## src/rtl/ca_pkg.sv

```systemverilog
// Shared types and constants for the chromatic-adaptation frame scheduler.
// The matrix is nine row-major Q16.16 elements, with element k at bits [32k+31:32k].
package ca_pkg;

  typedef enum logic [2:0] {
    ST_IDLE     = 3'd0,
    ST_FETCH    = 3'd1,
    ST_LOAD     = 3'd2,
    ST_SEND     = 3'd3,
    ST_WAIT_OUT = 3'd4,
    ST_WRITE    = 3'd5,
    ST_DONE     = 3'd6
  } state_t;

  localparam int MTX_W      = 288;
  localparam int MTX_ELEM_W = 32;
  localparam int Q_FRAC     = 16;

  localparam logic [23:0]           ERR_PIXEL_DEF = 24'hFF0000;
  localparam logic [MTX_ELEM_W-1:0] Q_ONE         = 32'h00010000;
  localparam logic [MTX_W-1:0]      IDENTITY_MTX  = {Q_ONE, 96'h0, Q_ONE, 96'h0, Q_ONE};

  // Builds a diagonal matrix from its three diagonal elements.
  function automatic logic [MTX_W-1:0] diag_mtx(input logic [31:0] d0,
                                                input logic [31:0] d1,
                                                input logic [31:0] d2);
    return {d2, 96'h0, d1, 96'h0, d0};
  endfunction

endpackage

```

## src/rtl/ca_watchdog.sv

```systemverilog
// Loadable down-counter that watches one handshake wait.
// expire is raised on the LOAD_VAL-th enabled cycle after a load.
module ca_watchdog #(
  parameter int CNT_W    = 10,
  parameter int LOAD_VAL = 1000
) (
  input  logic clk,
  input  logic rst_n,
  input  logic clr,
  input  logic load,
  input  logic en,
  output logic expire
);

  logic [CNT_W-1:0] cnt;

  // Down-counter; a load takes priority over counting.
  always_ff @(posedge clk or negedge rst_n) begin
    if (!rst_n) begin
      cnt <= {CNT_W{1'b0}};
    end else if (clr) begin
      cnt <= {CNT_W{1'b0}};
    end else if (load) begin
      cnt <= CNT_W'(LOAD_VAL - 1);
    end else if (en && (cnt != {CNT_W{1'b0}})) begin
      cnt <= cnt - CNT_W'(1);
    end else begin
      cnt <= cnt;
    end
  end

  assign expire = en && (cnt == {CNT_W{1'b0}});

endmodule

```

## src/rtl/ca_frame_scheduler.sv

```systemverilog
// Walks one frame of pixels through image_processor, one pixel in flight at a time,
// and owns the compensation matrix, which only changes at frame start.
module ca_frame_scheduler
  import ca_pkg::*;
#(
  parameter int          IMG_W     = 4,
  parameter int          IMG_H     = 4,
  parameter int          ADDR_W    = 4,
  parameter int          TIMEOUT   = 1000,
  parameter logic [23:0] ERR_PIXEL = ERR_PIXEL_DEF
) (
  input  logic              clk,
  input  logic              rst_n,
  input  logic              start,
  input  logic [287:0]      mtx_in,
  input  logic              mtx_load,
  output logic              src_rd_en,
  output logic [ADDR_W-1:0] src_addr,
  input  logic [23:0]       src_rdata,
  output logic              dst_wr_en,
  output logic [ADDR_W-1:0] dst_addr,
  output logic [23:0]       dst_wdata,
  output logic [287:0]      comp_matrix,
  output logic              matrix_valid,
  output logic [23:0]       proc_in_rgb,
  output logic              proc_in_valid,
  input  logic              proc_in_ready,
  input  logic [23:0]       proc_out_rgb,
  input  logic              proc_out_valid,
  output logic              busy,
  output logic              done,
  output logic [7:0]        err_count
);

  localparam logic [ADDR_W-1:0] LAST_IDX = ADDR_W'(IMG_W * IMG_H - 1);
  localparam int                WD_W     = $clog2(TIMEOUT + 1);

  state_t              state, state_nxt;
  logic [ADDR_W-1:0]   index;
  logic [MTX_W-1:0]    pend_mtx;
  logic                pend_valid;
  logic                start_ok, wd_expire, send_to, wait_to;

  // A load in the same cycle as start also counts as a usable matrix.
  assign start_ok = start && (matrix_valid || pend_valid || mtx_load);
  assign send_to  = (state == ST_SEND) && !proc_in_ready && wd_expire;
  assign wait_to  = (state == ST_WAIT_OUT) && !proc_out_valid && wd_expire;

  ca_watchdog #(
    .CNT_W   (WD_W),
    .LOAD_VAL(TIMEOUT)
  ) u_watchdog (
    .clk   (clk),
    .rst_n (rst_n),
    .clr   (state == ST_IDLE),
    .load  ((state == ST_LOAD) || ((state == ST_SEND) && proc_in_ready)),
    .en    ((state == ST_SEND) || (state == ST_WAIT_OUT)),
    .expire(wd_expire)
  );

  // State register.
  always_ff @(posedge clk or negedge rst_n) begin
    if (!rst_n) begin
      state <= ST_IDLE;
    end else begin
      state <= state_nxt;
    end
  end

  // Next-state logic.
  always_comb begin
    state_nxt = state;
    case (state)
      ST_IDLE:     state_nxt = start_ok ? ST_FETCH : ST_IDLE;
      ST_FETCH:    state_nxt = ST_LOAD;
      ST_LOAD:     state_nxt = ST_SEND;
      ST_SEND: begin
        if (proc_in_ready) begin
          state_nxt = ST_WAIT_OUT;
        end else if (wd_expire) begin
          state_nxt = ST_WRITE;
        end else begin
          state_nxt = ST_SEND;
        end
      end
      ST_WAIT_OUT: state_nxt = (proc_out_valid || wd_expire) ? ST_WRITE : ST_WAIT_OUT;
      ST_WRITE:    state_nxt = (index == LAST_IDX) ? ST_DONE : ST_FETCH;
      ST_DONE:     state_nxt = ST_IDLE;
      default:     state_nxt = ST_IDLE;
    endcase
  end

  // Moore output decode.
  always_comb begin
    src_rd_en     = 1'b0;
    src_addr      = {ADDR_W{1'b0}};
    proc_in_valid = 1'b0;
    dst_wr_en     = 1'b0;
    dst_addr      = {ADDR_W{1'b0}};
    busy          = 1'b0;
    done          = 1'b0;
    case (state)
      ST_IDLE: begin
      end
      ST_FETCH: begin
        src_rd_en = 1'b1;
        src_addr  = index;
        busy      = 1'b1;
      end
      ST_LOAD:     busy = 1'b1;
      ST_SEND: begin
        proc_in_valid = 1'b1;
        busy          = 1'b1;
      end
      ST_WAIT_OUT: busy = 1'b1;
      ST_WRITE: begin
        dst_wr_en = 1'b1;
        dst_addr  = index;
        busy      = 1'b1;
      end
      ST_DONE:     done = 1'b1;
      default: begin
      end
    endcase
  end

  // Matrix shadowing, pixel datapath, index and error counter.
  always_ff @(posedge clk or negedge rst_n) begin
    if (!rst_n) begin
      pend_mtx     <= {MTX_W{1'b0}};
      pend_valid   <= 1'b0;
      comp_matrix  <= {MTX_W{1'b0}};
      matrix_valid <= 1'b0;
      index        <= {ADDR_W{1'b0}};
      proc_in_rgb  <= 24'h0;
      dst_wdata    <= 24'h0;
      err_count    <= 8'd0;
    end else begin
      if (mtx_load) begin
        pend_mtx <= mtx_in;
      end
      if ((state == ST_IDLE) && start_ok) begin
        pend_valid   <= 1'b0;
        matrix_valid <= 1'b1;
        if (mtx_load) begin
          comp_matrix <= mtx_in;
        end else if (pend_valid) begin
          comp_matrix <= pend_mtx;
        end
        err_count <= 8'd0;
        index     <= {ADDR_W{1'b0}};
      end else if (mtx_load) begin
        pend_valid <= 1'b1;
      end
      if (state == ST_LOAD) begin
        proc_in_rgb <= src_rdata;
      end
      if ((state == ST_WAIT_OUT) && proc_out_valid) begin
        dst_wdata <= proc_out_rgb;
      end else if (send_to || wait_to) begin
        dst_wdata <= ERR_PIXEL;
        if (err_count != 8'hFF) begin
          err_count <= err_count + 8'd1;
        end
      end
      if ((state == ST_WRITE) && (index != LAST_IDX)) begin
        index <= index + ADDR_W'(1);
      end
    end
  end

endmodule

```

## config.mk

```make
export PLATFORM = sky130hd
export DESIGN_NAME = ca_frame_scheduler
export DESIGN_NICKNAME = d
export VERILOG_FILES = /design/src/rtl/ca_pkg.sv /design/src/rtl/ca_watchdog.sv /design/src/rtl/ca_frame_scheduler.sv
export SDC_FILE = /design/constraint.sdc
export NUM_CORES = 1
export LEC_CHECK = 0
export CAP_MARGIN = 20
export CORE_ASPECT_RATIO = 0.7
export CORE_MARGIN = 4
export CORE_UTILIZATION = 40
export CTS_CLUSTER_SIZE = 14
export DETAILED_ROUTE_END_ITERATION = 10
export MAX_ROUTING_LAYER = met4
export PLACE_DENSITY_LB_ADDON = 0.1
export SYNTH_ARGS = -nofsm -noshare
export SYNTH_HDL_FRONTEND = slang
export SYNTH_HIERARCHICAL = 1
export SYNTH_SLANG_ARGS = --single-unit
```

## constraint.sdc

```tcl
create_clock -name clk -period 2.89 [get_ports clk]
set_input_delay 0.7225 -clock clk [delete_from_list [all_inputs] [get_ports clk]]
set_output_delay 0.7225 -clock clk [all_outputs]
set_load 0.02 [all_outputs]
```

=== After elaboration in Yosys (flattened, before gate mapping) ===
Index checks and enable logic that the tools add are counted.

* Add/subtract/negate cells: 3
* Equality and inequality tests: 9
* Muxes and demuxes: 28
* Reductions and logical operators: 29

{| class="wikitable"
|+ Operators by type and width
! cell !! number
|-
| two-way mux 288 bit || 2
|-
| two-way mux 24 bit || 2
|-
| two-way mux 8 bit || 4
|-
| two-way mux 10 bit || 3
|-
| one-hot mux 3 bit (6 select lines) || 1
|-
| two-way mux 4 bit || 4
|-
| logical AND 1 bit || 11
|-
| logical NOT 10 bit || 1
|-
| nonzero test 10 bit || 1
|-
| subtractor 10 x 1 -> 10 bit, second input constant || 1
|-
| == test 3 bit, second input constant || 3
|-
| two-way mux 1 bit || 9
|-
| two-way mux 3 bit || 3
|-
| adder 8 x 1 -> 8 bit, second input constant || 1
|-
| != test 8 bit, second input constant || 1
|-
| nonzero test 2 bit || 4
|-
| == test 3 x 2 -> 1 bit, second input constant || 2
|-
| logical OR 1 bit || 6
|-
| OR reduction 5 bit || 1
|-
| adder 4 x 1 -> 4 bit, second input constant || 1
|-
| == test 4 bit, second input constant || 1
|-
| != test 4 bit, second input constant || 1
|-
| == test 3 x 1 -> 1 bit, second input constant || 1
|-
| logical NOT 3 bit || 1
|-
| 3 further kinds || 4
|}

* Bits in registers: 651
* Input bits: 342
* Logic and storage cells: 79

=== Longest topological paths before layout ===
* Word-level depth: 8
* Mapped depth: 10
* Gate-level depth less buffers: 8

=== Modules after synthesis ===
Netlist, hierarchy kept.

{| class="wikitable"
|+ By module, submodules not included
! module !! times used !! cells each !! area each (µm²)
|-
| ca_frame_scheduler || 1 || 1,495 || 24,270.8
|-
| ca_watchdog || 1 || 71 || 666.9
|}

=== Worst setup path before layout ===
No wires, ideal clock.

* Path kind: reg-to-output
* From: register state[0]
* To: output src_addr[0]
* Data arrival time: 1,641 ps
* Data required time: 2,168 ps
* Slack: 526 ps
* Cell stages (with the launch flop): 4
* Cells stage by stage: dfrtp_1 -> buf_2 -> nor3b_1 -> and2_1

* Word-level cells in the longest chain between the ends: 2

{| class="wikitable"
|+ RTL lines
! what !! RTL line !! text
|-
| start, declared || ca_frame_scheduler.sv:38 || <nowiki>state_t state, state_nxt;</nowiki>
|-
| start signal, assigned || ca_frame_scheduler.sv:66 || <nowiki>state <= state_nxt;</nowiki>
|-
| == test 3 x 1 -> 1 bit || ca_frame_scheduler.sv:102 || <nowiki>case (state)</nowiki>
|-
| two-way mux 4 bit || ca_frame_scheduler.sv:102 ||
|-
| end, declared || ca_frame_scheduler.sv:18 || <nowiki>output logic [ADDR_W-1:0] src_addr,</nowiki>
|}

No other way between the ends.

=== Worst setup path in the final report ===
* From: register state[0]
* To: output done

* Word-level cells in the longest chain between the ends: 2

{| class="wikitable"
|+ RTL lines
! what !! RTL line !! text
|-
| == test 3 bit || ca_frame_scheduler.sv:102 ||
|-
| two-way mux 1 bit || ca_frame_scheduler.sv:102 ||
|-
| end, declared || ca_frame_scheduler.sv:31 || <nowiki>output logic done,</nowiki>
|}

No other way between the ends.

==> flow_summary_export.csv <==
group,metric,value,unit
status,status,"finished, final reports clean",
route,wl,67400,um
synthesis,ys_warn_count,6,
layout,instances_no_fill,3194,
timing,final_max_slew_viol_count,0,
critical_path,crit_chain,"buf_4 > and3b_1 > clkdlybuf4s50_1",
timing,setup_violations,0,
route,wl_per_cell,21.1,um
timing,period_needed,2.80,ns
synthesis,ys_seq_area_share,65.3,%
layout,area_growth,41.8,%
cts,root_buffer,"clkbuf_16",
route,drc,0,
placed_design,placed_cells,3057,
die,dieArea,0.0665,mm^2
power,internal-power,24700,uW
cts,worstSkewPairLatency,0.62,ns
hold_path,min_path_type,"flop to flop",
critical_path,critPathTopFamily,"buffers and inverters",
grt,globalRouteTotalUtil,20.6,%
placed_design,gp_congestion,0.833,
power,p_clk_share,23.1,%
die,die_h,217,um
synthesis,syn_nets,1911,
power,p_per_area,1040,mW/mm^2
timing,min_period_over_period,97.0,%
timing,slew-limit-headroom,50.4,%
timing,fin_worst_skew,0.0343,ns
synthesis,synthSimpleGateAreaFrac,3.16,%
timing,worstMarginPinSlew,0.739,ns
grt,grt_antenna_before_repair,26,
grt,grt_pass1_vias,16900,
hold_path,hold_depth,1,
power,p_sw,12000,uW
route,viasPerCell,4.83,
synthesis,synthMuxAreaShare,27.2,%
critical_path,cp.arrival,2.08,ns
route,firstDrtPassIters,4,
synthesis,synth_compound_area_share,1.68,%
die,initial_core_util,40.5,%
layout,fin_nets,2647,
die,pin_count,700,
synthesis,synthXorXnorAreaFrac,0.0702,%
critical_path,cp-end-kind,"primary output",
synthesis,async_flop_share,100,%
die,core_area,0.0616,mm^2
placed_design,place_hpwl,49900,um
cts,cts_tree,"done",
run,cap_violations,0,
cts,post_cts_buffers,0,
synthesis,synth_area_per_cell,15.9,um^2
critical_path,cp.required,2.17,ns
grt,grt_pass1_wl,103000,um
power,ir_drop,0.000651,V
timing,grt_setup_unrepaired,"false",
die,die_width,306,um
critical_path,cp_num_cells,3,
power,power.share.sequential,37.0,%
timing,holdWs,0.487,ns
layout,final_util,57.4,%
power,power.share.switching,32.8,%
cts,numCtsBuffers,61,
grt,overflow,0,
timing,finalHoldViolations,0,
synthesis,synth_top_family_by_area,"multiplexers",
critical_path,crit_buf_inv,2,
synthesis,synth_cells,1566,
die,rows,76,
critical_path,reg2reg_depth,6,
synthesis,syn_area,0.0249,mm^2
route,postRouteAntennaNets,0,
critical_path,path_class,"flop to primary output",
route,drtIter0Drc,656,
synthesis,synth.distinct_cells,60,
timing,timing.setup.tns,0,ns
synthesis,synth_seq_cells,651,
route,routed-via-count,15400,
placed_design,port_buffers,699,
critical_path,slowest_stage,"clkdlybuf4s50_1",
layout,final_layout_size_suffix_gt1_share,31.1,%
cts,cts.sinks,651,
power,combPwrFrac,39.9,%
cts,clockBufferDepth,3,
power,leakagePower,0.0148,uW
synthesis,synth-edff-count,0,
critical_path,cp_max_fo,8,
synthesis,ys_dominant_reg_cell,"dfrtp_1",
critical_path,cp_slowest_stage_delay,0.63,ns
cts,clk_pin_slew_worst_paths,0.06,ns
timing,max_freq,357,MHz
grt,grt_start_max_net_pins,91,
critical_path,critPathLaunchType,"flop",
cts,h-tree-depth,2,
synthesis,synthAdderAreaFrac,0.151,%
==> cells in the final DEF (no fill, tap or decap), types with 3 or more instances in the layout <==
cell / instances
clkdlybuf4s50_1: 686
dfrtp_1: 649
mux2_2: 560
nand2_1: 63
clkbuf_16: 62
mux2_1: 40
buf_4: 31
diode_2: 26
nand3_1: 26
buf_12: 25
o21ai_0: 19
clkbuf_1: 15
clkbuf_8: 14
nor2_1: 12
inv_1: 11
dlygate4sd2_1: 11
a21oi_1: 10
and2_1: 9
bufinv_16: 9
clkinv_2: 8
nor3_1: 6
a31oi_1: 6
or2_2: 5
or3_1: 5
or4_1: 5
o31ai_1: 4
nand3b_1: 3
ha_1: 3
a311oi_1: 3
==> cells in the mapped netlist (4+ instances only) <==
master | instances | area [um^2]
mux2_2 | 560 | 6310
o31ai_1 | 4 | 30.0
buf_2 | 37 | 185
a31oi_1 | 6 | 37.5
nor2_1 | 12 | 45.0
dfrtp_1 | 651 | 16300
nor3_1 | 6 | 30.0
mux2_1 | 40 | 450
buf_6 | 22 | 248
and2_1 | 9 | 56.3
o21ai_0 | 19 | 95.1
or2_2 | 5 | 31.3
nand3_1 | 26 | 130
or3_1 | 5 | 31.3
inv_1 | 11 | 41.3
buf_1 | 8 | 30.0
a21oi_1 | 10 | 50.1
nand2_1 | 63 | 236
clkbuf_1 | 10 | 37.5
or4_1 | 5 | 37.5
==> repair_timing <==
action | 4_1_cts | 5_1_grt
hold buffers | 1 | 0
setup endpoints to repair | 12 | 3
resized for setup | 15 | 1
hold endpoints to repair | 28 | 0
==> power groups by stage <==
stage | logic, uW | registers (uW) | clock network (uW)
2_1_floorplan | 4560 | 16500 | 0
3_3_place_gp | 14700 | 13700 | 0
3_5_place_dp | 14900 | 13700 | 0
4_1_cts | 14900 | 13600 | 8780
5_1_grt | 15500 | 14000 | 9160
6_report | 14700 | 13600 | 8510
==> cell type report <==
| type | instances | area (um^2) |
|---|---|---|
| clock buffer | 91 | 1800 |
| multi-input combinational | 821 | 8060 |
| fill | 4896 | 26300 |
| sequential | 651 | 16300 |
| antenna | 26 | 65.1 |
| timing repair buffer | 756 | 7740 |
| clock inverter | 19 | 335 |
| tap | 819 | 1020 |
| inverter | 11 | 41.3 |
==> worst register-to-register path: stages (launching register included) <==
cell	delay, ns
dfrtp_1	0.42
or4_1	0.57
nor3_1	0.26
and2_1	0.30
o21ai_1	0.22
or4_1	0.57
o211a_1	0.14
==> state kept, by name (all words and copies together) (netlist names) <==
register and count:
comp_matrix 288, pend_mtx 288, dst_wdata 24, proc_in_rgb 24, u_watchdog/cnt 10, err_count 8, index 4, state 3
matrix_valid 1, pend_valid 1
==> logic make-up after synthesis <==
| kind of cell | count (synthesis) |
|---|---|
| and+or+nand+nor | 152 |
| AOI/OAI and AO/OA | 62 |
| xor gates and xnor gates | 2 |
| DFF | 651 |
| muxes | 602 |
| adders and majority gates | 3 |
| buffers and inverters | 94 |
==> metrics by stage <==
stage / cell area [um^2] / worst slack, ns / total power (uW)
2_1_floorplan: 24900 / 0.526 / 21000
3_5_place_dp: 33100 / 0.0958 / 28600
4_1_cts: 35300 / -0.00339 / 37300
3_3_place_gp: 33100 / 0.141 / 28300
5_1_grt: 35400 / 0.00887 / 38600
6_report: 35400 / 0.0858 / 36800
==> metal layers <==
layer / share of wire (%) / global-route usage, % / up-vias
li1: - / - / 7048
met1: 39 / 23.5 / 7893
met2: 51 / 34.6 / 384
met3: 7.1 / 6.38 / 107
met4: 3.0 / 7.35 / 0
met5: 0 / - / -
==> worst paths after layout <==
kind / endpoint / from / slack (ns)
worst max-delay path: done / state[0] / 0.09
worst min-delay path: comp_matrix[125] / comp_matrix[125] / 0.49
worst max register to register: err_count[7] / u_watchdog/cnt[5] / 0.30
worst min register to register: comp_matrix[125] / comp_matrix[125] / 0.49
max in group asynchronous: state[1] / rst_n / 1.28
min in group asynchronous: pend_mtx[122] / rst_n / 0.58
Note: power is estimated with default switching activity, not from simulation.
==> variant 1, RTL diff (same settings) <==
Put one more register stage on the output `proc_in_rgb`, with the module's reset. The value now appears one clock later. The other outputs are not delayed to match.
--- a/src/rtl/ca_frame_scheduler.sv
+++ b/src/rtl/ca_frame_scheduler.sv
@@ -35,4 +35,6 @@
   localparam logic [ADDR_W-1:0] LAST_IDX = ADDR_W'(IMG_W * IMG_H - 1);
   localparam int                WD_W     = $clog2(TIMEOUT + 1);
+
+  logic [23:0] proc_in_rgb_s0;
 
   state_t              state, state_nxt;
@@ -133,5 +135,5 @@
       matrix_valid <= 1'b0;
       index        <= {ADDR_W{1'b0}};
-      proc_in_rgb  <= 24'h0;
+      proc_in_rgb_s0 <= 24'h0;
       dst_wdata    <= 24'h0;
       err_count    <= 8'd0;
@@ -154,5 +156,5 @@
       end
       if (state == ST_LOAD) begin
-        proc_in_rgb <= src_rdata;
+        proc_in_rgb_s0 <= src_rdata;
       end
       if ((state == ST_WAIT_OUT) && proc_out_valid) begin
@@ -170,4 +172,12 @@
   end
 
+  always_ff @(posedge clk or negedge rst_n) begin
+    if (!rst_n) begin
+      proc_in_rgb <= '0;
+    end else begin
+      proc_in_rgb <= proc_in_rgb_s0;
+    end
+  end
+
 endmodule
 
Check against the original RTL: not equivalent (Yosys sat finds a counterexample within 4 cycles, from zero or initial values and one cycle with rst_n low).
==> variant 1 against the unedited design <==
Die area up 2.3%; largest power group unchanged; design area grew 1.6%; non-clock buffer count down 5; critical path depth fell by 1; clock skew down 0.022 ns; area after synthesis increased by 2.4%; sequential cell count grew 24; worst setup slack better by 0.012 ns; power rose by 1.4%; largest cell class unchanged; routed wire length decreased by 0.30%.
==> variant 1: results (changes against the unedited design) <==
{| class="wikitable"
! Metric !! Value
|-
| Status || completed (unchanged)
|-
| Final design utilization || 56.8% (was 57.4%)
|-
| Area fraction in compound gates after synthesis || 1.64% (was 1.68%)
|-
| Maximum VDD drop || 0.648 mV (was 0.651 mV)
|-
| Number of placed instances with taps included || 3,087 (was 3,057)
|-
| Non-clock buffer contribution to total cell area || 21.4% (was 21.9%)
|-
| Fraction of the yosys area taken by sequential cells || 66.1% (was 65.3%)
|-
| Clock latency at the later pin of the worst-skew pair || 0.60 ns (was 0.62 ns)
|-
| # diodes || 21 (was 26)
|-
| Final clock-cell share || 5.98% (was 6.04%)
|-
| Post-detailed-placement half-perimeter wirelength || 48,900 um (was 49,900 um)
|-
| Share of the synthesized netlist area taken by xor and xnor gates || 0.0686% (was 0.0702%)
|-
| First-pass GRT wire length || 101,000 um (was 103,000 um)
|-
| # nets final || 2,673 (was 2,647)
|-
| Initial antenna violation count || 20 (was 26)
|-
| Fraction of final layout cells sized beyond drive strength 1 || 30.6% (was 31.1%)
|-
| Highest net fanout along the worst path || 10 (was 8)
|-
| Clkbuf count || 102 (was 91)
|-
| Number of global-route vias before repair || 16,746 (was 16,895)
|-
| Leading cell types by total area after synthesis || sky130_fd_sc_hd__dfrtp_1 (66%), sky130_fd_sc_hd__mux2_2 (25%), sky130_fd_sc_hd__mux2_1 (1.8%) (was sky130_fd_sc_hd__dfrtp_1 (65%), sky130_fd_sc_hd__mux2_2 (25%), sky130_fd_sc_hd__mux2_1 (1.8%))
|-
| Total of flip-flops plus latches after synthesis || 675 (was 651)
|-
| Multiplexer area fraction after synthesis || 26.5% (was 27.2%)
|-
| Worst clock skew || 0.0128 ns (was 0.0343 ns)
|-
| Leading cell types by count after synthesis || sky130_fd_sc_hd__dfrtp_1 (675), sky130_fd_sc_hd__mux2_2 (560), sky130_fd_sc_hd__nand2_1 (63), sky130_fd_sc_hd__mux2_1 (40), sky130_fd_sc_hd__buf_2 (37) (was sky130_fd_sc_hd__dfrtp_1 (651), sky130_fd_sc_hd__mux2_2 (560), sky130_fd_sc_hd__nand2_1 (63), sky130_fd_sc_hd__mux2_1 (40), sky130_fd_sc_hd__buf_2 (37))
|-
| Placed standard-cell area || 33,700 um2 (was 33,100 um2)
|-
| Total track usage || 20.1% (was 20.6%)
|-
| Post-synthesis instance total || 1,590 (was 1,566)
|-
| Avg Vias per Cell || 4.84 (was 4.83)
|-
| Synthesized net count || 1,935 (was 1,911)
|-
| H-tree levels || 3 (was 2)
|}
[variant 1: cell types whose count changed in the layout (fill, tap and decap cells not counted), moves of 2 or more]
| cell | unedited run | this run |
|---|---|---|
| sky130_fd_sc_hd__clkinv_2 | 8 | 5 |
| sky130_fd_sc_hd__clkbuf_1 | 15 | 18 |
| sky130_fd_sc_hd__bufinv_16 | 9 | 3 |
| sky130_fd_sc_hd__clkbuf_16 | 62 | 69 |
| sky130_fd_sc_hd__inv_6 | 0 | 2 |
| sky130_fd_sc_hd__dfrtp_1 | 649 | 674 |
| sky130_fd_sc_hd__buf_4 | 31 | 27 |
| sky130_fd_sc_hd__diode_2 | 26 | 21 |
[variant 1: worst reg2reg max path, cell delays in order, from the launching register on]
cell and delay [ns]:
sky130_fd_sc_hd__dfrtp_1 0.41, sky130_fd_sc_hd__or4_1 0.57, sky130_fd_sc_hd__nor3_1 0.27, sky130_fd_sc_hd__and2_1 0.31, sky130_fd_sc_hd__o21ai_1 0.23, sky130_fd_sc_hd__or4_1 0.57, sky130_fd_sc_hd__o211a_1 0.14
[variant 1: power groups by stage]
stage,Combinational [uW],Clock (uW),Sequential (uW)
5_1_grt,15500,9280,14500
4_1_cts,14800,8880,14200
2_1_floorplan,4560,0,17000
3_5_place_dp,14800,0,14300
6_report,14600,8590,14100
3_3_place_gp,14600,0,14200
[variant 1: layer usage]
metal,GRT usage [%],up-vias,routed length [um]
met4,7.04,0,2260
met3,7.46,118,5580
met2,33.7,421,34400
met1,22.2,7943,24900
met5,-,-,0
li1,-,7112,-
[variant 1: worst paths after layout]
path | end | cells past startpoint
min | proc_in_rgb[4] | 1
max reg2reg | err_count[7] | 6
min reg2reg | proc_in_rgb[5] | 0
min in group clk | proc_in_rgb[5] | 0
max | dst_wr_en | 2
max in group asynchronous | state[0] | 3
==> variant 2, RTL diff (same flow settings) <==
Made on the original files. The parameter `ADDR_W` goes from 4 to 2.
--- a/src/rtl/ca_frame_scheduler.sv
+++ b/src/rtl/ca_frame_scheduler.sv
@@ -6,5 +6,5 @@
   parameter int          IMG_W     = 4,
   parameter int          IMG_H     = 4,
-  parameter int          ADDR_W    = 4,
+  parameter int          ADDR_W    = 2,
   parameter int          TIMEOUT   = 1000,
   parameter logic [23:0] ERR_PIXEL = ERR_PIXEL_DEF
Interface: changed (resized dst_addr and src_addr); port bits go from 700 to 696. The function was not compared with the original's and may differ.
==> variant 2 against the unedited design <==
Worst setup slack improved by 0.040 ns; largest power group unchanged; routed wire length is 0.68% higher; critical path depth is the same; clock power grew 3.4%; non-clock buffer count down 4; design area shrank 0.43%; count of clock-buffer cells in the layout grew 10; power is 1.2% lower; worst hold slack worse by 0.44 ns; utilization grew 0.78 points; sequential cell count down 2; area after synthesis is 0.92% lower.
==> variant 2: results (changes against the unedited design) <==
{| class="wikitable"
! Metric !! Value
|-
| Status || completed (unchanged)
|-
| Total track usage || 21.0% (was 20.6%)
|-
| Routability cong. || 0.898 (was 0.833)
|-
| Initial antenna violation count || 19 (was 26)
|-
| Synth unique cells || 54 (was 60)
|-
| Fraction of the yosys area taken by sequential cells || 65.7% (was 65.3%)
|-
| Worst min path class || input pin to asynchronous set/reset pin (was flip-flop to flip-flop)
|-
| Placed standard-cell area || 32,900 um2 (was 33,100 um2)
|-
| Number of global-route vias before repair || 17,104 (was 16,895)
|-
| Hold buffer count at CTS || 0 (was 1)
|-
| Post-detailed-placement half-perimeter wirelength || 50,400 um (was 49,900 um)
|-
| H-tree levels || 3 (was 2)
|-
| Clock latency at the later pin of the worst-skew pair || 0.58 ns (was 0.62 ns)
|-
| M3 GR Usage || 6.04% (was 6.38%)
|-
| Violation count after the first detailed-routing iteration || 534 (was 656)
|-
| Detailed-route wire length || 67,900 um (was 67,400 um)
|-
| Met2 routing resource usage after global routing || 35.7% (was 34.6%)
|-
| Maximum VDD drop || 0.656 mV (was 0.651 mV)
|-
| Slew @ Worst Pin || 0.742 ns (was 0.739 ns)
|-
| Leading cell types by count after synthesis || sky130_fd_sc_hd__dfrtp_1 (649), sky130_fd_sc_hd__mux2_2 (380), sky130_fd_sc_hd__mux2_1 (220), sky130_fd_sc_hd__nand2_1 (55), sky130_fd_sc_hd__buf_2 (38) (was sky130_fd_sc_hd__dfrtp_1 (651), sky130_fd_sc_hd__mux2_2 (560), sky130_fd_sc_hd__nand2_1 (63), sky130_fd_sc_hd__mux2_1 (40), sky130_fd_sc_hd__buf_2 (37))
|-
| # nets final || 2,625 (was 2,647)
|-
| Highest cell delay on the worst timing path || 0.66 ns (was 0.63 ns)
|-
| Leakage power figure || 0.0149 uW (was 0.0148 uW)
|-
| Met1 Use GR || 24.0% (was 23.5%)
|-
| First-pass GRT wire length || 104,000 um (was 103,000 um)
|-
| Worst clock skew || 0.0187 ns (was 0.0343 ns)
|-
| Fraction of final layout cells sized beyond drive strength 1 || 23.9% (was 31.1%)
|-
| Total vias in the final route || 15,399 (was 15,432)
|}
## variant 2: cell types whose count changed after synthesis, sizes merged, moves of 3 or more
cell / delta
buf: -9
nand2: -8
clkbuf: +7
nor2: -5
and2: -4
and3: +4
nand3: -4
or2: -4
a21oi: -3
## variant 2: what timing repair did
item                                    CTS  global route
resized for setup                         8             2
endpoints found under the setup margin    7             2
setup buffers                             0             0
pin swaps                                 0             0
## variant 2: worst paths after layout
check	startpoint	endpoint	slack, ns	depth (start not counted)
setup / recovery	state[0]	done	0.13	3
hold / removal	rst_n	pend_mtx[277]	0.04	1
setup reg to reg	state[2]	err_count[3]	0.38	8
hold reg to reg	comp_matrix[168]	comp_matrix[168]	0.49	1
max in group asynchronous	rst_n	comp_matrix[268]	1.87	3
min in group clk	comp_matrix[168]	comp_matrix[168]	0.49	1
## variant 2: metrics by stage
step | util (%) | power, uW | hold slack, ns | setup WS [ns] | instances
after floorplan | - | 20400 | 0.427 | 0.360 | 1541
after global placement | 54.4 | 27600 | 0.474 | 0.349 | 3020
after detailed placement | 54.4 | 27900 | 0.480 | 0.323 | 3020
after CTS | 58.1 | 36900 | 0.0437 | 0.00175 | 3137
after global routing | 58.2 | 38200 | 0.0591 | 0.0452 | 3156
final | 58.2 | 36300 | 0.0436 | 0.125 | 3156
## variant 2: cells by family after synthesis
kind of cell	after synthesis	share of synthesized area [%]
DFF	649	65.7
AOI/OAI and AO/OA	64	1.79
buffers and inverters	94	2.20
and+or+nand+nor	128	2.66
xor gates and xnor gates	1	0.0355
adders and majority gates	3	0.152
muxes	602	27.4
## variant 2: power groups by stage
stage	Sequential, uW	Clock (uW)	Combinational [uW]
floorplan	16400	0	3990
global placement	13600	0	14000
detailed placement	13700	0	14200
CTS	13600	9070	14200
global route	13900	9460	14800
finish	13600	8800	14000
## variant 2: worst max-delay path, delay by kind of cell, from the launching register on
kind / cells / cell delay (ns)
buf+inv: 2 / 0.83
flops: 1 / 0.41
simple gates: 1 / 0.23
## variant 2: layer usage
layer,up-vias,routed length [um],share of wire (%)
met5,-,0,0
li1,6951,-,-
met4,0,2000,2.9
met1,7955,26600,39
met2,387,35000,52
met3,106,4340,6.4
## variant 2: area by class of cell
type                    instances  area share, %
flip-flops and latches        649           46.1
multi-input cells             798           22.5
repair buffers                752           21.8
clock buffers                 101           5.72
well taps                     808           2.87
clock inverters                16          0.636
inverters                      13          0.139
diodes                         19          0.135
